--- src/rtl/shift_left_seq_pkg.sv ---
// shift_left_seq_pkg: shared state encoding and sizing helper for the sequential left shifter
package shift_left_seq_pkg;

    typedef enum logic [1:0] {IDLE, SHIFT, DONE} shift_state_t;

    function automatic int cnt_width(input int n);
        return $clog2(n) + 1;
    endfunction

endpackage

--- src/rtl/shift_left_stage.sv ---
// shift_left_stage: one log-stage of the left shifter, shifting by 2**idx when enabled
module shift_left_stage
    import shift_left_seq_pkg::*;
#(
    parameter int Nbits = 4,
    parameter int CW    = cnt_width(Nbits)
) (
    input  logic [Nbits-1:0] data,
    input  logic [CW-1:0]    idx,
    input  logic             en,
    output logic [Nbits-1:0] shifted,
    output logic             carry
);

    int               sh;
    logic [Nbits-1:0] moved;
    logic [Nbits-1:0] one;

    // shift distance and the last bit pushed past the MSB; distances beyond the width drop everything
    always_comb begin
        sh    = 1 << idx;
        one   = Nbits'(1);
        moved = data << sh;
        carry = en && (sh <= Nbits) && (|(data & (one << (Nbits - sh))));
    end

    for (genvar i = 0; i < Nbits; i++) begin : g_mux
        assign shifted[i] = en ? moved[i] : data[i];
    end

endmodule

--- src/rtl/shift_left_seq.sv ---
// shift_left_seq: multi-cycle logical left shifter, one log-stage per clock, valid/ready on both sides
module shift_left_seq
    import shift_left_seq_pkg::*;
#(
    parameter int Nbits = 4
) (
    input  logic             clk,
    input  logic             rst_n,
    input  logic             in_valid,
    output logic             in_ready,
    input  logic [Nbits-1:0] a,
    input  logic [Nbits-1:0] b,
    output logic             out_valid,
    input  logic             out_ready,
    output logic [Nbits-1:0] out,
    output logic             carry,
    output logic             zero
);

    localparam int CW = cnt_width(Nbits);

    shift_state_t     state;
    shift_state_t     state_nxt;
    logic [Nbits-1:0] data;
    logic [Nbits-1:0] amt;
    logic [Nbits-1:0] stage_data;
    logic [CW-1:0]    stage;
    logic             stage_carry;
    logic             carry_q;
    logic             zero_q;
    logic             valid_q;
    logic             last;

    assign last      = stage == CW'(Nbits - 1);
    assign out       = data;
    assign carry     = carry_q;
    assign zero      = zero_q;
    assign out_valid = valid_q;

    // amt is consumed LSB-first, so bit 0 always enables the current stage
    shift_left_stage #(.Nbits(Nbits), .CW(CW)) u_stage (
        .data    (data),
        .idx     (stage),
        .en      (amt[0]),
        .shifted (stage_data),
        .carry   (stage_carry)
    );

    // state register
    always_ff @(posedge clk or negedge rst_n) begin
        if (!rst_n) state <= IDLE;
        else        state <= state_nxt;
    end

    // next-state and input handshake
    always_comb begin
        state_nxt = state;
        in_ready  = state == IDLE;
        unique case (state)
            IDLE:    if (in_valid)  state_nxt = SHIFT;
            SHIFT:   if (last)      state_nxt = DONE;
            DONE:    if (out_ready) state_nxt = IDLE;
            default:                state_nxt = IDLE;
        endcase
    end

    // datapath: latch operands, apply one stage per cycle, register the result flags on entry to DONE
    always_ff @(posedge clk or negedge rst_n) begin
        if (!rst_n) begin
            data    <= '0;
            amt     <= '0;
            stage   <= '0;
            carry_q <= 1'b0;
            zero_q  <= 1'b0;
            valid_q <= 1'b0;
        end else begin
            unique case (state)
                IDLE: if (in_valid) begin
                    data    <= a;
                    amt     <= b;
                    carry_q <= 1'b0;
                    stage   <= '0;
                end
                SHIFT: begin
                    data  <= stage_data;
                    amt   <= amt >> 1;
                    stage <= stage + CW'(1);
                    if (amt[0]) carry_q <= stage_carry;
                    if (last) begin
                        valid_q <= 1'b1;
                        zero_q  <= stage_data == '0;
                    end
                end
                DONE: if (out_ready) valid_q <= 1'b0;
                default: ;
            endcase
        end
    end

endmodule
--- config.mk ---
export PLATFORM = sky130hd
export DESIGN_NAME = shift_left_seq
export DESIGN_NICKNAME = d
export VERILOG_FILES = /design/src/rtl/shift_left_seq_pkg.sv /design/src/rtl/shift_left_stage.sv /design/src/rtl/shift_left_seq.sv
export SDC_FILE = /design/constraint.sdc
export NUM_CORES = 1
export LEC_CHECK = 0
export CELL_PAD_IN_SITES_DETAIL_PLACEMENT = 2
export CELL_PAD_IN_SITES_GLOBAL_PLACEMENT = 2
export CORE_MARGIN = 4
export CORE_UTILIZATION = 28
export DETAILED_ROUTE_END_ITERATION = 7
export PLACE_DENSITY = 0.75
export SLEW_MARGIN = 25
export SYNTH_ARGS = -nofsm -noshare
export SYNTH_HDL_FRONTEND = slang
export SYNTH_HIERARCHICAL = 1
export SYNTH_SLANG_ARGS = --single-unit
--- constraint.sdc ---
create_clock -name clk -period 2.1 [get_ports clk]
set_clock_uncertainty 0.05 [all_clocks]
set_input_delay 0.42 -clock clk [delete_from_list [all_inputs] [get_ports clk]]
set_output_delay 0.42 -clock clk [all_outputs]
set_load 0.01 [all_outputs]
Word level (Yosys, flattened, before mapping)
Index checks and enable logic that the tools add are counted.
Widths: inputs -> output; s select.

word-level totals
  register bits = 16
  input bits = 12
  logic and storage cells = 53

operators by class
  $add $sub $neg = 2
  magnitude comparators = 1
  equality and inequality tests = 7
  shift-type cells = 3
  mux-type cells = 20
  bitwise gates (word level) = 1
  reductions and logical operators = 12

operators by type and width
  operator               count
  $le 32x4->1 const B    1
  $shl 1x3->32 const A   1
  $shl 1x32->4 const A   1
  $shl 4x32->4           1
  $sub 4x32->32 const A  1
  $pmux 4 s2             2
  $reduce_and 3->1       3
  $mux 1                 8
  $mux 4                 2
  $ne 2x2->1 const B     4
  $mux 2                 3
  $pmux 2 s3             1
  $pmux 3 s2             1
  $and 4x4->4            1
  $logic_not 4->1        1
  $pmux 1 s2             2
  $reduce_and 2->1       2
  $reduce_bool 2->1      2
  $reduce_or 4->1        1
  $add 3x1->3 const B    1
  $eq 3x2->1 const B     1
  $mux 3                 1
  $eq 2x1->1 const B     1
  $eq 2x2->1 const B     1
  other kinds (2)        3

Longest topological paths before layout
  word-level depth = 8
  gate-level depth with buffers = 12
  gate-level depth less buffers = 11

Cells and area by module
Netlist, hierarchy kept.

by module, submodules not included
  module            instances  cells an instance  area each (µm²)  seq. area each (µm²)
  shift_left_seq    1          75                 767.0            400.4
  shift_left_stage  1          32                 247.7            0.0

Worst setup path after synthesis
OpenSTA, ideal clock, no wires.

  kind = reg-to-reg
  start point = register stage[1]
  end point = register carry_q, in the netlist carry
  setup time = 0.069 ns
  arrival = 2.207 ns
  data required time = 1.981 ns
  setup slack = -0.226 ns
  stages on the path, launching flop included = 12
  path buffers = 1
  clock period less this slack = 2.326 ns
  cell sequence = dfrtp_1 buf_6 or3_2 ha_1 nand2b_1 a21oi_1 ha_1 xnor2_1 o31ai_1 and3_1 nand3_1 nand3_1

between the ends
  word-level cells in the longest chain between the ends = 8
  elaborated cells between the ends (all ways) = 10

ends and longest elaborated chain
  what                      line                    RTL
  start: declaration        shift_left_seq.sv:27    logic [CW-1:0] stage;
  start signal: assignment  shift_left_seq.sv:87    stage <= stage + CW'(1);
  $shl 1x3->32 *            shift_left_stage.sv:21  sh = 1 << idx;
  $sub 4x32->32             shift_left_stage.sv:24  carry = en && (sh <= Nbits) && (|(data & (one << (Nbits - sh))));
  $shl 1x32->4              shift_left_stage.sv:24
  $and 4x4->4               shift_left_stage.sv:24
  $reduce_or 4->1           shift_left_stage.sv:24
  $logic_and 1x1->1 *       shift_left_stage.sv:24
  via stage_carry           shift_left_seq.sv:28    logic stage_carry;
  $mux 1 *                  shift_left_seq.sv:88    if (amt[0]) carry_q <= stage_carry;
  $pmux 1 s2 *              shift_left_seq.sv:77    unique case (state)
  end signal: assignment    shift_left_seq.sv:88
  end: declaration          shift_left_seq.sv:29    logic carry_q;

Mark *: on every way through the listed nets, which the timed path passes. The rest lies on a longest branch. The select of a mux whose other input is x is not followed.
A chain may end at the register's enable or synchronous reset.

Final worst setup path
Ends and elaborated chain as after synthesis.

==> impl_metrics.env <==
export IMPL_status="finished with violations"
export IMPL_violations="negative setup slack"
export IMPL_post_place_ws_ns=-0.1238
export IMPL_grt_pass1_vias=1045
export IMPL_synthesis_area_um2=1015
export IMPL_slew_viol_final=0
export IMPL_io_pins=20
export IMPL_n_antenna_cell=0
export IMPL_cts_root_buf="clkbuf_4"
export IMPL_setup_viol=1
export IMPL_dr_pass1_iters=4
export IMPL_crit_family="simple AND/OR/NAND/NOR gates"
export IMPL_area_delta_synth_final_pct=34.28
export IMPL_startpoint_type="flip-flop"
export IMPL_dp_hpwl_mm=2.455
export IMPL_die_x_um=68.20
export IMPL_arrival_ns=2.36
export IMPL_syn_num_nets=124
export IMPL_yosys_top_cells_area="dfrtp_1 39%, ha_1 6.2%, o22ai_1 5.5%"
export IMPL_start_util=0.2971
export IMPL_min_period_over_period=1.040
export IMPL_synth_fa_ha_area_frac=0.06165
export IMPL_synth_mux_area_fraction=0.06658
export IMPL_synth_compound_area_share=0.1776
export IMPL_grt_antenna_before_repair=0
export IMPL_post_route_util=0.3989
export IMPL_grt_total_usage=0.1526
export IMPL_async_flop_share=1.000
export IMPL_layout_common_cells="19 x clkdlybuf4s50_1, 15 x dfrtp_1, 12 x nor2_1"
export IMPL_layout_min_cycle_time_ns=2.184
export IMPL_syn_inst=107
export IMPL_via_count=931
export IMPL_holdBufCountCts=0
export IMPL_yosysWarnings=6
export IMPL_wl_met1_mm=1.480
export IMPL_synth_avg_cell_area_um2=9.483
export IMPL_final_common_cell="clkdlybuf4s50_1"
export IMPL_synthXorXnorAreaFrac=0.01726
export IMPL_hold_violations=0
export IMPL_die_area_um2=4651
export IMPL_numCtsBuffers=3
export IMPL_drt_iter0_markers=19
export IMPL_crit_slowest_cell="dfrtp_1"
export IMPL_setup_ws_ns=-0.08422
export IMPL_clk_latency_ns=0.29
export IMPL_endpoint_kind="flip-flop"
export IMPL_clkTransAtPathRegs_ns=0.10
export IMPL_crit_top_cell="nand3_1"
export IMPL_power_uw=2291
export IMPL_fill_cells=392
export IMPL_placed_area_um2=1306
export IMPL_wl_met3_um=54
export IMPL_relSlewSlack=0.7350
export IMPL_synth_top_cell_area_share=0.3946
export IMPL_p_per_area_nw_per_um2=1681
export IMPL_finalWeightedCongestion=0.7635
export IMPL_port_buffers=19
export IMPL_wl_mm=3.132
export IMPL_critical_path_max_stage_delay_ns=0.43
export IMPL_cp_buffers_inverters=0
export IMPL_tightest_slew_ns=0.3975
export IMPL_synth_top_family_by_area="simple AND/OR/NAND/NOR gates"
export IMPL_required_ns=2.28
export IMPL_clockBufferDepth=2
export IMPL_max_cap_violations=0
export IMPL_ys_types=31
export IMPL_grt_pass1_wl_mm=5.299
export IMPL_max_freq_ghz=0.4578
export IMPL_peakVddDrop_mv=0.4733
export IMPL_postRouteAntennaNets=0
export IMPL_cts_tree="yes"
export IMPL_nNetsFinal=153
export IMPL_synth_seq_cells=16
export IMPL_worstSetupPathType="reg2reg"
export IMPL_cts_setup_buffers=0
export IMPL_die_h_um=68.20
export IMPL_ys_seq_area_frac=0.3946
export IMPL_rows=21
export IMPL_grt_start_max_net_pins=17
export IMPL_h_tree_depth=1
export IMPL_yosys_area_share_simple=0.2022
export IMPL_wl_met2_mm=1.576
export IMPL_finalInstanceArea_um2=1363
export IMPL_leakage_uw=0.0005761
export IMPL_synth_edf_count=0
export IMPL_clkSinkCount=16
export IMPL_overflow=0
export IMPL_ys_flop_type="dfrtp_1"
export IMPL_top_layer="met4"
export IMPL_drc=0
export IMPL_path_max_fanout=3
export IMPL_wire_per_inst_um=17.30
export IMPL_rsz0062_at_grt="true"
export IMPL_core_area_um2=3416
export IMPL_synth_top_cell_by_area="dfrtp_1"
export IMPL_drive_above_1_share=0.1852
export IMPL_hp_class="in2async"
export IMPL_crit_chain="or3_4, ha_4, nand2b_4, a21oi_2, ha_1, xnor2_1, o31ai_1, and3_1, nand3_1, nand3_1"
export IMPL_via_per_inst=5.144
[report_power, final]
part | switching (uW) | leakage, uW | internal (uW)
Sequential | 173 | 0.000197 | 449
Combinational | 713 | 0.000358 | 747
Clock | 103 | 0.0000210 | 105
Total | 989 | 0.000576 | 1300
[worst paths after layout]
kind / from / end / slack [ns] / cells past startpoint
max in group asynchronous: rst_n / stage[2] / 1.39 / 2
max: stage[1] / carry / -0.08 / 10
min reg2reg: zero / zero / 0.48 / 1
min in group clk: zero / zero / 0.48 / 1
max reg2reg: stage[1] / carry / -0.08 / 10
min: rst_n / amt[1] / 0.40 / 2
[cell usage after synthesis (2+ instances only)]
library cell   n
nand3b_1       3
buf_6          4
nand3_1        4
o22ai_1        9
dfrtp_1       16
o21ai_0        2
o21ai_1        4
nand4b_1       2
mux2i_1        3
ha_1           5
nor2_1        13
nand2_1        7
buf_2          2
inv_1          6
nand2b_1       3
o32ai_1        6
a21oi_1        3
o31ai_1        2
[through the flow]
stage	hold WS [ns]	cells	setup TNS, ns
2_1_floorplan	0.07441	107	-0.07808
3_3_place_gp	0.4563	177	0
3_5_place_dp	0.4632	177	-0.1238
4_1_cts	0.4087	181	-0.1212
5_1_grt	0.4053	181	-0.2134
6_report	0.4018	181	-0.08422
[registers in the layout (all words and copies together) (netlist names)]
signal     cells
carry          1
zero           1
amt            4
out_valid      1
out            4
state          2
stage          3
[area by class of cell]
| type | count | area, um^2 | share of cell area |
|---|---|---|---|
| Clock buffer | 4 | 36.28 | 0.02663 |
| Inverter | 7 | 26.28 | 0.01928 |
| Tap cell | 46 | 57.56 | 0.04224 |
| Sequential cell | 16 | 401.6 | 0.2948 |
| Multi-Input combinational cell | 78 | 568.0 | 0.4169 |
| Timing Repair Buffer | 30 | 272.8 | 0.2002 |
[cells by family after synthesis]
group | Yosys count
AOI/OAI and AO/OA | 27
xor gates and xnor gates | 2
adders and majority gates | 5
buffers and inverters | 13
DFF | 16
muxes | 5
and+or+nand+nor | 39
[repair_timing]
item,4_1_cts,5_1_grt
setup endpoints to repair,1,1
resized for setup,1,4
pin swaps,3,1
[metal layers]
metal / track usage / up-vias
li1: - / 447
met1: 0.1984 / 471
met2: 0.2647 / 11
met3: 0.02135 / 2
met4: 0.03722 / 0
met5: 0 / -
No activity file was read; power rests on OpenSTA's default activity.
